===== src/rtl/pipe_hazard_unit.sv =====
// Hazard control for a 5-stage in-order pipeline: load-use stalls, branch flushes, EX forwarding.
// Define HAZARD_PERF_EN to build the saturating stall/flush performance counters.
module pipe_hazard_unit #(
   parameter int REG_W    = 5,
   parameter int LOAD_LAT = 1,
   parameter int CNT_W    = 16
) (
   input  logic             clk,
   input  logic             rst,
   input  logic             id_valid,
   input  logic [REG_W-1:0] id_rs1,
   input  logic [REG_W-1:0] id_rs2,
   input  logic             id_rs1_used,
   input  logic             id_rs2_used,
   input  logic [REG_W-1:0] id_rd,
   input  logic             id_we,
   input  logic             id_is_load,
   input  logic             ex_branch_taken,
   output logic             stall_pc,
   output logic             stall_ifid,
   output logic             bubble_idex,
   output logic             flush_ifid,
   output logic             flush_idex,
   output logic [1:0]       fwd1_sel,
   output logic [1:0]       fwd2_sel,
   output logic [CNT_W-1:0] stall_cnt,
   output logic [CNT_W-1:0] flush_cnt
);

   typedef struct packed {
      logic             valid;
      logic [REG_W-1:0] rd;
      logic             we;
      logic             is_load;
      logic [REG_W-1:0] rs1;
      logic [REG_W-1:0] rs2;
      logic             rs1_used;
      logic             rs2_used;
   } entry_t;

   // MEM and WB only ever act as forwarding sources, so they carry just the destination fields.
   typedef struct packed {
      logic             valid;
      logic [REG_W-1:0] rd;
      logic             we;
   } dest_t;

   localparam logic [1:0] FWD_IDEX = 2'b00;
   localparam logic [1:0] FWD_MEM  = 2'b01;
   localparam logic [1:0] FWD_WB   = 2'b10;

   entry_t     id_entry;
   entry_t     ex_q;
   dest_t      mem_q;
   dest_t      wb_q;
   logic [1:0] stall_left_q;
   logic       hazard;
   logic       stall;

   function automatic logic [1:0] pick_fwd(input logic [REG_W-1:0] src, input logic used,
                                           input dest_t mem, input dest_t wb);
      logic mem_hit;
      logic wb_hit;
      mem_hit = used && mem.valid && mem.we && (mem.rd != '0) && (mem.rd == src);
      wb_hit  = used && wb.valid && wb.we && (wb.rd != '0) && (wb.rd == src);
      if (mem_hit)     return FWD_MEM;
      else if (wb_hit) return FWD_WB;
      else             return FWD_IDEX;
   endfunction

   assign id_entry = '{valid: id_valid, rd: id_rd, we: id_we, is_load: id_is_load,
                       rs1: id_rs1, rs2: id_rs2, rs1_used: id_rs1_used, rs2_used: id_rs2_used};

   assign hazard = id_valid && ex_q.valid && ex_q.is_load && (ex_q.rd != '0) &&
                   ((id_rs1_used && (id_rs1 == ex_q.rd)) || (id_rs2_used && (id_rs2 == ex_q.rd)));

   // A taken branch squashes the stalled instruction, so it overrides any stall in progress.
   assign stall = !ex_branch_taken && (hazard || (stall_left_q != 2'd0));

   assign stall_pc    = stall;
   assign stall_ifid  = stall;
   assign bubble_idex = stall;
   assign flush_ifid  = ex_branch_taken;
   assign flush_idex  = ex_branch_taken;

   assign fwd1_sel = pick_fwd(ex_q.rs1, ex_q.rs1_used, mem_q, wb_q);
   assign fwd2_sel = pick_fwd(ex_q.rs2, ex_q.rs2_used, mem_q, wb_q);

   always_ff @(posedge clk) begin
      if (rst) begin
         ex_q         <= '0;
         mem_q        <= '0;
         wb_q         <= '0;
         stall_left_q <= 2'd0;
      end else begin
         // NOTE: non-blocking updates let EX->MEM->WB shift in one edge using the old values.
         ex_q  <= (stall || ex_branch_taken) ? entry_t'('0) : id_entry;
         mem_q <= '{valid: ex_q.valid, rd: ex_q.rd, we: ex_q.we};
         wb_q  <= mem_q;
         if (ex_branch_taken)
            stall_left_q <= 2'd0;
         else if (stall_left_q != 2'd0)
            stall_left_q <= stall_left_q - 2'd1;
         else if (hazard)
            stall_left_q <= 2'(LOAD_LAT - 1);
      end
   end

`ifdef HAZARD_PERF_EN
   logic [CNT_W-1:0] stall_cnt_q;
   logic [CNT_W-1:0] flush_cnt_q;

   // Counters saturate at all-ones so long runs never wrap back to small values.
   always_ff @(posedge clk) begin
      if (rst) begin
         stall_cnt_q <= '0;
         flush_cnt_q <= '0;
      end else begin
         if (stall && (stall_cnt_q != '1))
            stall_cnt_q <= stall_cnt_q + CNT_W'(1);
         if (ex_branch_taken && (flush_cnt_q != '1))
            flush_cnt_q <= flush_cnt_q + CNT_W'(1);
      end
   end

   assign stall_cnt = stall_cnt_q;
   assign flush_cnt = flush_cnt_q;
`else
   assign stall_cnt = '0;
   assign flush_cnt = '0;
`endif

endmodule


===== config.mk =====
export PLATFORM = sky130hd
export DESIGN_NAME = pipe_hazard_unit
export DESIGN_NICKNAME = d
export VERILOG_FILES = /design/src/rtl/pipe_hazard_unit.sv
export SDC_FILE = /design/constraint.sdc
export NUM_CORES = 1
export LEC_CHECK = 0
export ABC_AREA = 1
export CAP_MARGIN = 30
export CORE_MARGIN = 1
export CORE_UTILIZATION = 40
export CTS_CLUSTER_SIZE = 40
export DETAILED_ROUTE_END_ITERATION = 12
export PLACE_DENSITY = 0.75
export SYNTH_ARGS = -nofsm -noshare
export SYNTH_HDL_FRONTEND = slang
export SYNTH_SLANG_ARGS = --single-unit

===== constraint.sdc =====
create_clock -name clk -period 1.7 [get_ports clk]
set_input_delay 0.51 -clock clk [delete_from_list [all_inputs] [get_ports clk]]
set_output_delay 0.51 -clock clk [all_outputs]
set_load 0.01 [all_outputs]

After elaboration in Yosys (flattened, before gate mapping)

Index checks and enable logic that the tools add are counted.

Register bits: 36
Bits in latches: 0
Memory bits (writable): 0
Bits in read-only memories: 0
Output and inout port bits: 41
Memories kept: 0

Add/subtract/negate cells: 1
Multipliers: 0
Div/mod/pow operators: 0
Magnitude comparators: 0
Equality and inequality tests: 6
Shifts and indexed selects: 0
Muxes and demuxes: 6
Bitwise gates (word level): 0
Reduce and logical (&&, ||, !) cells: 34

Operators by type and width:

| kind                                             | count |
|---|---|
| equality test 5 bit                              | 6 |
| logical AND 1 bit                                | 23 |
| nonzero test 5 bit                               | 3 |
| two-way mux 2 bit                                | 6 |
| nonzero test 2 bit                               | 2 |
| OR reduction 2 bit                               | 2 |
| logical OR 1 bit                                 | 3 |
| subtractor 2 x 1 -> 2 bit, second input constant | 1 |
| logical NOT 1 bit                                | 1 |

Depth between registers and ports, before layout

Gate-level depths: netlist of the first run.

Word-level depth: 8
Depth in mapped cells: 10

Least setup slack after synthesis of the first run

OpenSTA, ideal clock, no wires.

Path type: input to output
Start: input id_rs2[4]
End: output stall_ifid
Data arrival time: 1.369 ns
Data required time: 1.190 ns
Slack: -0.179 ns
Stages: 9
Path buffers: 1
Path through: inv_1 -> nand2_1 -> nand2_1 -> nor2_1 -> nand3_1 -> nand2_1 -> nand2_2 -> a21oi_1 -> buf_4

Cells in the longest elaborated chain, start to end: 6

Ends and longest elaborated chain:

| what                | RTL line | text |
|---|---|---|
| start: declaration  | 12       | `input logic [REG_W-1:0] id_rs2,` |
| equality test 5 bit | 75       | `((id_rs1_used && (id_rs1 == ex_q.rd)) \|\| (id_rs2_used && (id_rs2 == ex_q.rd)));` |
| logical AND 1 bit   | 75       |  |
| logical OR 1 bit    | 75       |  |
| logical AND 1 bit   | 74       | `assign hazard = id_valid && ex_q.valid && ex_q.is_load && (ex_q.rd != '0) &&` |
| logical OR 1 bit    | 78       | `assign stall = !ex_branch_taken && (hazard \|\| (stall_left_q != 2'd0));` |
| logical AND 1 bit   | 78       |  |
| end: declaration    | 20       | `output logic stall_ifid,` |

Every way passes these cells.

Worst setup path after layout of the first run

Start: input id_rs2_used
End: output stall_ifid

Cells in the longest elaborated chain, start to end: 5

Ends and longest elaborated chain:

| what               | RTL line | text |
|---|---|---|
| start: declaration | 14       | `input logic id_rs2_used,` |
| logical AND 1 bit  | 75       |  |
| logical OR 1 bit   | 75       |  |
| logical AND 1 bit  | 74       |  |
| logical OR 1 bit   | 78       |  |
| logical AND 1 bit  | 78       |  |

Every way passes these cells.

==> impl_metrics.ini, run 1 <==
[sta]
max_freq_ghz = 0.4940
worst_slack_ps = -324.4
finalHoldViolations = 0
final.setup_skew_ps = 2.168
maxSlewViolCount = 0
setup_repair_after_global_routing_missed_its_margin = true
period_needed_ps = 2024
finalCritPeriodShare = 1.191
finalSetupViolCount = 7

[logic_synthesis]
syn-mean-instance-area_um2 = 7.328
syn-cell-area_um2 = 1795
synth.yosys.seq_area_share = 0.4014
yosys.cell_types.count = 19
ys_seq_elements = 36
yosysWarningCount = 0
post_synth_inst_count = 245

[routing]
routed-via-count = 1580
firstDrtPassIters = 4
routedWlPerCell_um = 10.32
postRouteAntennaNets = 0
wl_mm = 3.911
drc_errors = 0
route.detailed.vias_per_inst = 4.169
drt_iter0_markers = 29

[power_and_ir_drop]
leakagePower_nw = 1.273
vdd_ir_drop_max_mv = 0.6426
clockPowerShare = 0.347
seqPwrFrac = 0.487
cellPowerDensity_nw_per_um2 = 712.6
switching_power_mw = 0.4499
combinational_group_share_of_total_power = 0.166
power_switching_share = 0.2445
cellInternalPower_mw = 1.390

[clocking]
number_of_buffers_created_by_cts = 5
tritoncts = yes
worst_skew_pair.late_latency_ps = 280
clockBufferDepth = 2
cts.reportedPaths.clkPinSlew_ps = 60
tritoncts_num_sinks = 36
cts-root-buf = sky130_fd_sc_hd__clkbuf_8
cts.htree.levels = 2
cts-hold-fix-buffers = 0

[outcome]
status = complete, but fails checks
failed_checks = setup timing

[floorplan]
ioPinCount = 64
chipWidth_um = 69.00
core_um2 = 4144
die_span_y_um = 69.00
dieArea_um2 = 4760
floorplan.initialDensity = 0.4333
placementRows = 23

[final_layout]
num-nets-final = 352
stdcell_area_um2 = 2582
final_cell_count_no_fill = 379
num_antenna_cells = 0
multiInputGateArea_um2 = 842.1
nFillCells = 371
layout-area-overhead-vs-synth_pct = 43.83
layout-drive-gt1-share = 0.3982
ff_latch_area_um2 = 745.7

[global_routing]
grt_remaining_overflow = 0
grt_max_degree = 21
groute.usage.overall = 0.1809
grt_first_pass_wirelength_mm = 6.134
grt_pass1_vias = 1454
grt_antenna_before_repair = 0

[setup_path]
worstReg2RegEnd = ex_q[0]$_SDFF_PP0_
r2r_cells = 10
worst_r2r_startpoint = ex_q[14]$_SDFF_PP0_
critPathCaptureType = output port
critical_path_required_ps = 1190
slowest_stage = sky130_fd_sc_hd__dlygate4sd2_1
slowest_delay_ps = 220
cp_cell_sequence = dlygate4sd2_1 -> nand2_1 -> nor2_2 -> nand3_1 -> nand2_1 -> nand2_2 -> a21oi_4 -> buf_6
reg2reg_setup_slack_ps = 180
crit_buf_inv = 2
timing_worst_setup_path_type = primary input to output port
crit_arrival_ps = 1510
worstSetupStartpointType = primary input
cp_max_fo = 3
crit_family = simple AND/OR/NAND/NOR gates
crit_path_frequent_cell = sky130_fd_sc_hd__nand2_1

[flow_run]
maxCapViolations = 0

[worst_hold_path]
hp-class = flip-flop to flip-flop
worst_hold_startpoint = ex_q[13]$_SDFF_PP0_
worst_hold_path_stage_count = 2
worstHoldEndpoint = mem_q[0]$_SDFF_PP0_

[placed_design]
placement.io_buffers = 31
placed_cells = 346
hpwl_mm = 2.556
detailed_place.area_um2 = 2222
place.gp.congestion = 0.9338
## worst max path at each step
stage                             start           to  slack [ps]  cells past startpoint
detailed placement            id_rs2[2]  bubble_idex       -1060                     10
floorplan                     id_rs2[4]   stall_ifid         -30                      9
CTS                 ex_q[15]$_SDFF_PP0_   stall_ifid        -320                      9
global placement              id_rs2[2]     stall_pc       -1020                     10
finish                      id_rs2_used   stall_ifid        -320                      8
global route        ex_q[14]$_SDFF_PP0_     stall_pc        -380                      9
## Yosys cell counts
cell type / number / share of area
sky130_fd_sc_hd__nor2_2: 1 / 0.0035
sky130_fd_sc_hd__nor3_1: 4 / 0.011
sky130_fd_sc_hd__xnor2_1: 17 / 0.083
sky130_fd_sc_hd__inv_1: 38 / 0.079
sky130_fd_sc_hd__nand3_1: 6 / 0.017
sky130_fd_sc_hd__a21oi_1: 1 / 0.0028
sky130_fd_sc_hd__nand2_1: 35 / 0.073
sky130_fd_sc_hd__buf_6: 2 / 0.013
sky130_fd_sc_hd__inv_2: 1 / 0.0021
sky130_fd_sc_hd__nand3_2: 1 / 0.0056
sky130_fd_sc_hd__nand4_1: 7 / 0.024
sky130_fd_sc_hd__conb_1: 1 / 0.0021
sky130_fd_sc_hd__buf_4: 36 / 0.15
sky130_fd_sc_hd__nor2_1: 54 / 0.11
sky130_fd_sc_hd__nand2_2: 1 / 0.0035
sky130_fd_sc_hd__clkbuf_1: 1 / 0.0021
sky130_fd_sc_hd__dfxtp_1: 36 / 0.40
sky130_fd_sc_hd__xor2_1: 2 / 0.0098
sky130_fd_sc_hd__or2_2: 1 / 0.0035
## per-layer routing
layer	track usage	wire (um)
met1	0.2034	1604
met2	0.3119	2007
met3	0.04441	172
met4	0.09694	127
met5	0	0
## what timing repair did
| action | CTS | global route |
|---|---|---|
| setup buffers | 27 | 3 |
| resized for setup | 110 | 20 |
| pin swaps | 23 | 16 |
| cloned | 0 | 0 |
| setup endpoints to repair | 29 | 9 |
## power groups by stage
stage	combinational, mW	sequential [mW]	clock [mW]
after global routing	0.340	0.898	0.693
after floorplan	0.186	0.905	0
after CTS	0.289	0.895	0.659
after global placement	0.241	0.910	0
after detailed placement	0.244	0.911	0
final	0.306	0.896	0.638
## tightest hold or removal path: stages (launching register included)
cell and delay (ps):
sky130_fd_sc_hd__dfxtp_1 300, sky130_fd_sc_hd__inv_1 40, sky130_fd_sc_hd__nor2_1 30
## area by class of cell
type                       instances  share of cell area
multi-input combinational        162              0.3261
inverter                          39             0.05669
clock buffer                       7             0.03731
sequential                        36              0.2888
tap                               50             0.02422
timing repair buffer              85              0.2670
## cell families (layout without fill, tap and decap cells)
logic type             after synthesis  after routing  synth area share
flip-flops                          36             36            0.4014
other                                1             32          0.002089
buffers and inverters               78            131            0.2467
XOR/XNOR                            19             19           0.09268
AND/OR/NAND/NOR                    110            110            0.2544
AO/OA/AOI/OAI                        1              1          0.002785
## state kept, by name, indices dropped and copies added (netlist names)
signal	count
mem_q	7
stall_left_q	2
ex_q	20
wb_q	7
## cell usage in the layout, fill, tap and decap left out, drive strengths merged
cell	instances
xor2	2
inv	39
nor2	55
dfxtp	36
nor3	4
conb	32
nand3	7
or2	1
nand4	7
clkdlybuf4s50	8
xnor2	17
buf	69
clkbuf	8
clkdlybuf4s15	1
nand2	36
dlygate4sd2	6
a21oi	1
## metrics by stage
step,hold WS (ps),utilization,power (mW),setup slack [ps],setup TNS [ps]
final,410.2,0.6232,1.840,-324.4,-1698
after global routing,426.4,0.6232,1.931,-381.2,-2240
after CTS,414.4,0.6111,1.843,-322.2,-1542
after detailed placement,405.4,0.5362,1.155,-1063,-12500
after global placement,390.5,0.5362,1.150,-1021,-12060
after floorplan,388.3,-,1.091,-34.42,-68.85
Note: power is estimated with default switching activity, not from simulation.
==> inputs of run 2 (changes only) <==
Settings changed: PLACE_DENSITY 0.75 to not set, PLACE_DENSITY_LB_ADDON set to 0.2.
==> impl_metrics.ini, run 2 (synthesis results as in run 1) <==
[floorplan]
chipWidth_um = 69.00
dieArea_um2 = 4760
placementRows = 23
floorplan.initialDensity = 0.4333
ioPinCount = 64
die_span_y_um = 69.00
core_um2 = 4144

[routing]
route.detailed.vias_per_inst = 4.037
met3_wirelength_um = 184
drt_iter0_markers = 45
top_signal_layer_used = met4
routedWlPerCell_um = 9.604
routed-via-count = 1530
met2_length_mm = 1.861
m1WireLength_mm = 1.469
drc_errors = 0
firstDrtPassIters = 4
wl_mm = 3.640
postRouteAntennaNets = 0

[clocking]
number_of_buffers_created_by_cts = 5
cts-root-buf = sky130_fd_sc_hd__clkbuf_8
worst_skew_pair.late_latency_ps = 290
tritoncts_num_sinks = 36
cts-hold-fix-buffers = 0
cts.reportedPaths.clkPinSlew_ps = 70
clockBufferDepth = 2
cts.htree.levels = 2
tritoncts = yes

[sta]
finalHoldViolations = 0
setup_repair_after_global_routing_missed_its_margin = true
period_needed_ps = 2025
finalCritPeriodShare = 1.191
final.setup_skew_ps = 4.716
maxSlewViolCount = 0
max_freq_ghz = 0.4939
worst_slack_ps = -324.6
finalSetupViolCount = 7
setup_total_negative_slack_ps = -1597

[placed_design]
pre_cts_slack_ps = -1052
placed_cells = 354
placement.io_buffers = 31
place.gp.congestion = 0.8997
hpwl_mm = 2.644

[final_layout]
largest_registers = ex_q x20, mem_q x7, wb_q x7
layout_commonest_cell = sky130_fd_sc_hd__nor2_1
num-nets-final = 351
num_antenna_cells = 0
layout-area-overhead-vs-synth_pct = 42.72
largest-register = ex_q
final_cell_count_no_fill = 379
layout_common_cells = sky130_fd_sc_hd__nor2_1, sky130_fd_sc_hd__buf_4, sky130_fd_sc_hd__conb_1
flip_flop_count_of_the_largest_register_all_copies_and_words_added = 20
layout-drive-gt1-share = 0.3556

[global_routing]
grt_max_degree = 20
grt_first_pass_wirelength_mm = 5.844
groute.usage.overall = 0.1765
grt_pass1_vias = 1362
grt_remaining_overflow = 0
grt_antenna_before_repair = 0

[power_and_ir_drop]
total_power_mw = 1.917
vdd_ir_drop_max_mv = 0.4381
cellPowerDensity_nw_per_um2 = 748.2
leakagePower_nw = 1.275

[setup_path]
cp_cell_sequence = clkdlybuf4s15_2 -> inv_1 -> nand2_1 -> nand2_1 -> nor2_1 -> nand3_1 -> nand2_1 -> nand2_2 -> a21oi_4 -> buf_6
worstReg2RegEnd = ex_q[5]$_SDFF_PP0_
worstSetupStartpointType = primary input
timing_worst_setup_path_type = primary input to output port
critPathCaptureType = output port
cp_max_fo = 3
cp-endpoint = stall_ifid
slowest_delay_ps = 180
r2r_cells = 12
worst_r2r_startpoint = ex_q[16]$_SDFF_PP0_
slowest_stage = sky130_fd_sc_hd__clkdlybuf4s15_2
critical_path_required_ps = 1190
crit_path_frequent_cell = sky130_fd_sc_hd__nand2_1
crit_arrival_ps = 1510
reg2reg_setup_slack_ps = 140
launching_element_of_the_worst_setup_path = id_rs1[1]

[worst_hold_path]
hp-class = flip-flop to flip-flop
worst_hold_path_stage_count = 2

[outcome]
failed_checks = setup timing
status = complete, but fails checks

[flow_run]
maxCapViolations = 0
run 2: cell type report:
cell class	instances	area (um2)
fillers	353	1582
multi-input cells	162	819.5
flip-flops and latches	36	739.5
repair buffers	84	686.9
inverters	39	146.4
clock buffers	6	72.57
well taps	50	62.56
clock inverters	2	35.03
run 2: power breakdown:
part           leakage [nW]  switching (mW)  internal [mW]
logic                 0.920           0.139          0.149
registers             0.300          0.0225          0.871
clock network        0.0552           0.301          0.435
total                  1.27           0.462           1.45
run 2: how the worst min path moves through the flow:
stage | start | slack [ps] | to
after global routing | id_rs2[1] | 430 | ex_q[3]$_SDFF_PP0_
final | ex_q[13]$_SDFF_PP0_ | 410 | mem_q[0]$_SDFF_PP0_
after CTS | ex_q[13]$_SDFF_PP0_ | 410 | mem_q[0]$_SDFF_PP0_
after detailed placement | ex_q[13]$_SDFF_PP0_ | 400 | mem_q[0]$_SDFF_PP0_
after global placement | ex_q[13]$_SDFF_PP0_ | 390 | mem_q[0]$_SDFF_PP0_
after floorplan | ex_q[13]$_SDFF_PP0_ | 390 | mem_q[0]$_SDFF_PP0_
run 2: what timing repair did:
| action | in CTS | in global routing |
|---|---|---|
| cloned | 0 | 0 |
| resized for setup | 93 | 17 |
| setup buffers | 18 | 1 |
| pin swaps | 23 | 15 |
| endpoints found under the setup margin | 29 | 8 |
run 2: per-stage QoR:
step	hold WS [ps]	area (um2)	utilization
2_1_floorplan	388.3	1923	-
4_1_cts	408.2	2552	0.6159
5_1_grt	432.7	2562	0.6184
3_3_place_gp	390.7	2282	0.5507
6_report	410.9	2562	0.6184
3_5_place_dp	398.4	2282	0.5507
run 2: worst max-delay path, delay by kind of cell:
kind | cells | cell delay, ps
buffers and inverters | 3 | 360
AOI/OAI and AO/OA | 1 | 170
and+or+nand+nor | 6 | 470
run 2: metal layers:
layer,GRT usage,vias to the layer above
li1,-,818
met1,0.1876,646
met5,0,-
met2,0.3058,54
met3,0.05921,12
met4,0.09439,0
==> inputs of run 3 (changes only) <==
Clock period 1.7 ns to 1.8 ns, I/O delays scaled along.
==> impl_metrics.ini, run 3 (synthesis results as in run 1) <==
[sta]
max_freq_ghz = 0.4883
period_needed_ps = 2048
maxSlewViolCount = 0
final.setup_skew_ps = 4.279
fin_hold_ws_ps = 405.9
finalCritPeriodShare = 1.138
finalSetupViolCount = 7
worst_slack_ps = -247.8
finalHoldViolations = 0
setup_repair_after_global_routing_missed_its_margin = true

[routing]
drt_iter0_markers = 65
routed-via-count = 1576
route.detailed.vias_per_inst = 4.158
postRouteAntennaNets = 0
wl_mm = 3.822
routedWlPerCell_um = 10.08
drc_errors = 0
firstDrtPassIters = 4

[final_layout]
layout-drive-gt1-share = 0.3708
final_core_utilization = 0.6129
layout-area-overhead-vs-synth_pct = 41.46
num-nets-final = 351
num_antenna_cells = 0
nFillCells = 368
multiInputGateArea_um2 = 812.0
largest-register = ex_q
flip_flop_count_of_the_largest_register_all_copies_and_words_added = 20
largest_registers = ex_q x20, mem_q x7, wb_q x7
ff_latch_area_um2 = 740.7
stdcell_area_um2 = 2540
layout_common_cells = sky130_fd_sc_hd__nor2_1, sky130_fd_sc_hd__buf_4, sky130_fd_sc_hd__conb_1

[outcome]
failed_checks = setup timing
status = complete, but fails checks

[floorplan]
floorplan.initialDensity = 0.4333
core_um2 = 4144
ioPinCount = 64
chipWidth_um = 69.00
die_span_y_um = 69.00
dieArea_um2 = 4760
placementRows = 23

[clocking]
cts-hold-fix-buffers = 0
cts.reportedPaths.clkPinSlew_ps = 70
worst_skew_pair.late_latency_ps = 280
tritoncts = yes
cts.htree.levels = 2
tritoncts_num_sinks = 36
cts-root-buf = sky130_fd_sc_hd__clkbuf_8
clockBufferDepth = 2
number_of_buffers_created_by_cts = 5

[setup_path]
timing_worst_setup_path_type = flip-flop to output port
critical_path_required_ps = 1260
cp_max_fo = 3
worstSetupStartpointType = flip-flop
crit_arrival_ps = 1510
critPathCaptureType = output port

[global_routing]
grt_remaining_overflow = 0
grt_max_degree = 20
grt_pass1_vias = 1373
groute.usage.overall = 0.1760
grt_first_pass_wirelength_mm = 5.906
grt_antenna_before_repair = 0

[placed_design]
detailed_place.area_um2 = 2275
placement.io_buffers = 31
hpwl_mm = 2.641
place.gp.congestion = 0.8981

[power_and_ir_drop]
leakagePower_nw = 1.264
cellPowerDensity_nw_per_um2 = 709.0
vdd_ir_drop_max_mv = 0.3234

[flow_run]
maxCapViolations = 0

[worst_hold_path]
hp-class = flip-flop to flip-flop
-- run 3: report_power, final --
group          internal, mW  switching (mW)  total, mW
Sequential            0.821          0.0217      0.843
Combinational         0.139           0.134      0.273
Clock                 0.411           0.274      0.685
-- run 3: final timing paths --
| path | startpoint | endpoint | slack, ps | cells after the start |
|---|---|---|---|---|
| worst max-delay path | ex_q[17]$_SDFF_PP0_ | stall_ifid | -250 | 9 |
| worst min-delay path | ex_q[13]$_SDFF_PP0_ | mem_q[0]$_SDFF_PP0_ | 410 | 2 |
| worst max register to register | ex_q[17]$_SDFF_PP0_ | ex_q[0]$_SDFF_PP0_ | 120 | 13 |
| worst min register to register | ex_q[13]$_SDFF_PP0_ | mem_q[0]$_SDFF_PP0_ | 410 | 2 |
-- run 3: layout make-up --
type                            instances  share of cell area
Inverter                               39             0.05764
Sequential cell                        36              0.2916
Timing Repair Buffer                   84              0.2640
Multi-Input combinational cell        162              0.3197
Clock buffer                            6             0.02857
Clock inverter                          2             0.01379
Tap cell                               50             0.02463
-- run 3: per-layer routing --
metal  track usage  routed length (um)  vias to the layer above  part of all wire
li1              -                   -                      825                 -
met1        0.2000                1575                      682              0.41
met2        0.2985                1961                       57              0.51
met3       0.05263                 184                       12             0.048
met4       0.08418                 100                        0             0.026
met5             0                   0                        -                 0
-- run 3: metrics by stage --
step	cells	TNS (ps)	power, mW	setup WS [ps]
3_5_place_dp	353	-10930	1.099	-1013
5_1_grt	379	-1605	1.902	-287.5
6_report	379	-1032	1.801	-247.8
3_3_place_gp	353	-10840	1.096	-999.3
4_1_cts	378	-1165	1.812	-267.4
2_1_floorplan	276	0	1.031	5.577
-- run 3: worst max-delay path, cell delays in order (launching register included) --
cell,delay [ps]
sky130_fd_sc_hd__dfxtp_2,330
sky130_fd_sc_hd__buf_6,110
sky130_fd_sc_hd__nand2_1,60
sky130_fd_sc_hd__nand2_1,70
sky130_fd_sc_hd__nor2_1,80
sky130_fd_sc_hd__nand3_1,90
sky130_fd_sc_hd__nand2_1,90
sky130_fd_sc_hd__nand2_2,70
sky130_fd_sc_hd__a21oi_4,180
sky130_fd_sc_hd__buf_6,130
-- run 3: what timing repair did --
item,CTS,global route
setup endpoints to repair,28,8
resized for setup,106,16
pin swaps,23,16
buffers inserted,18,2
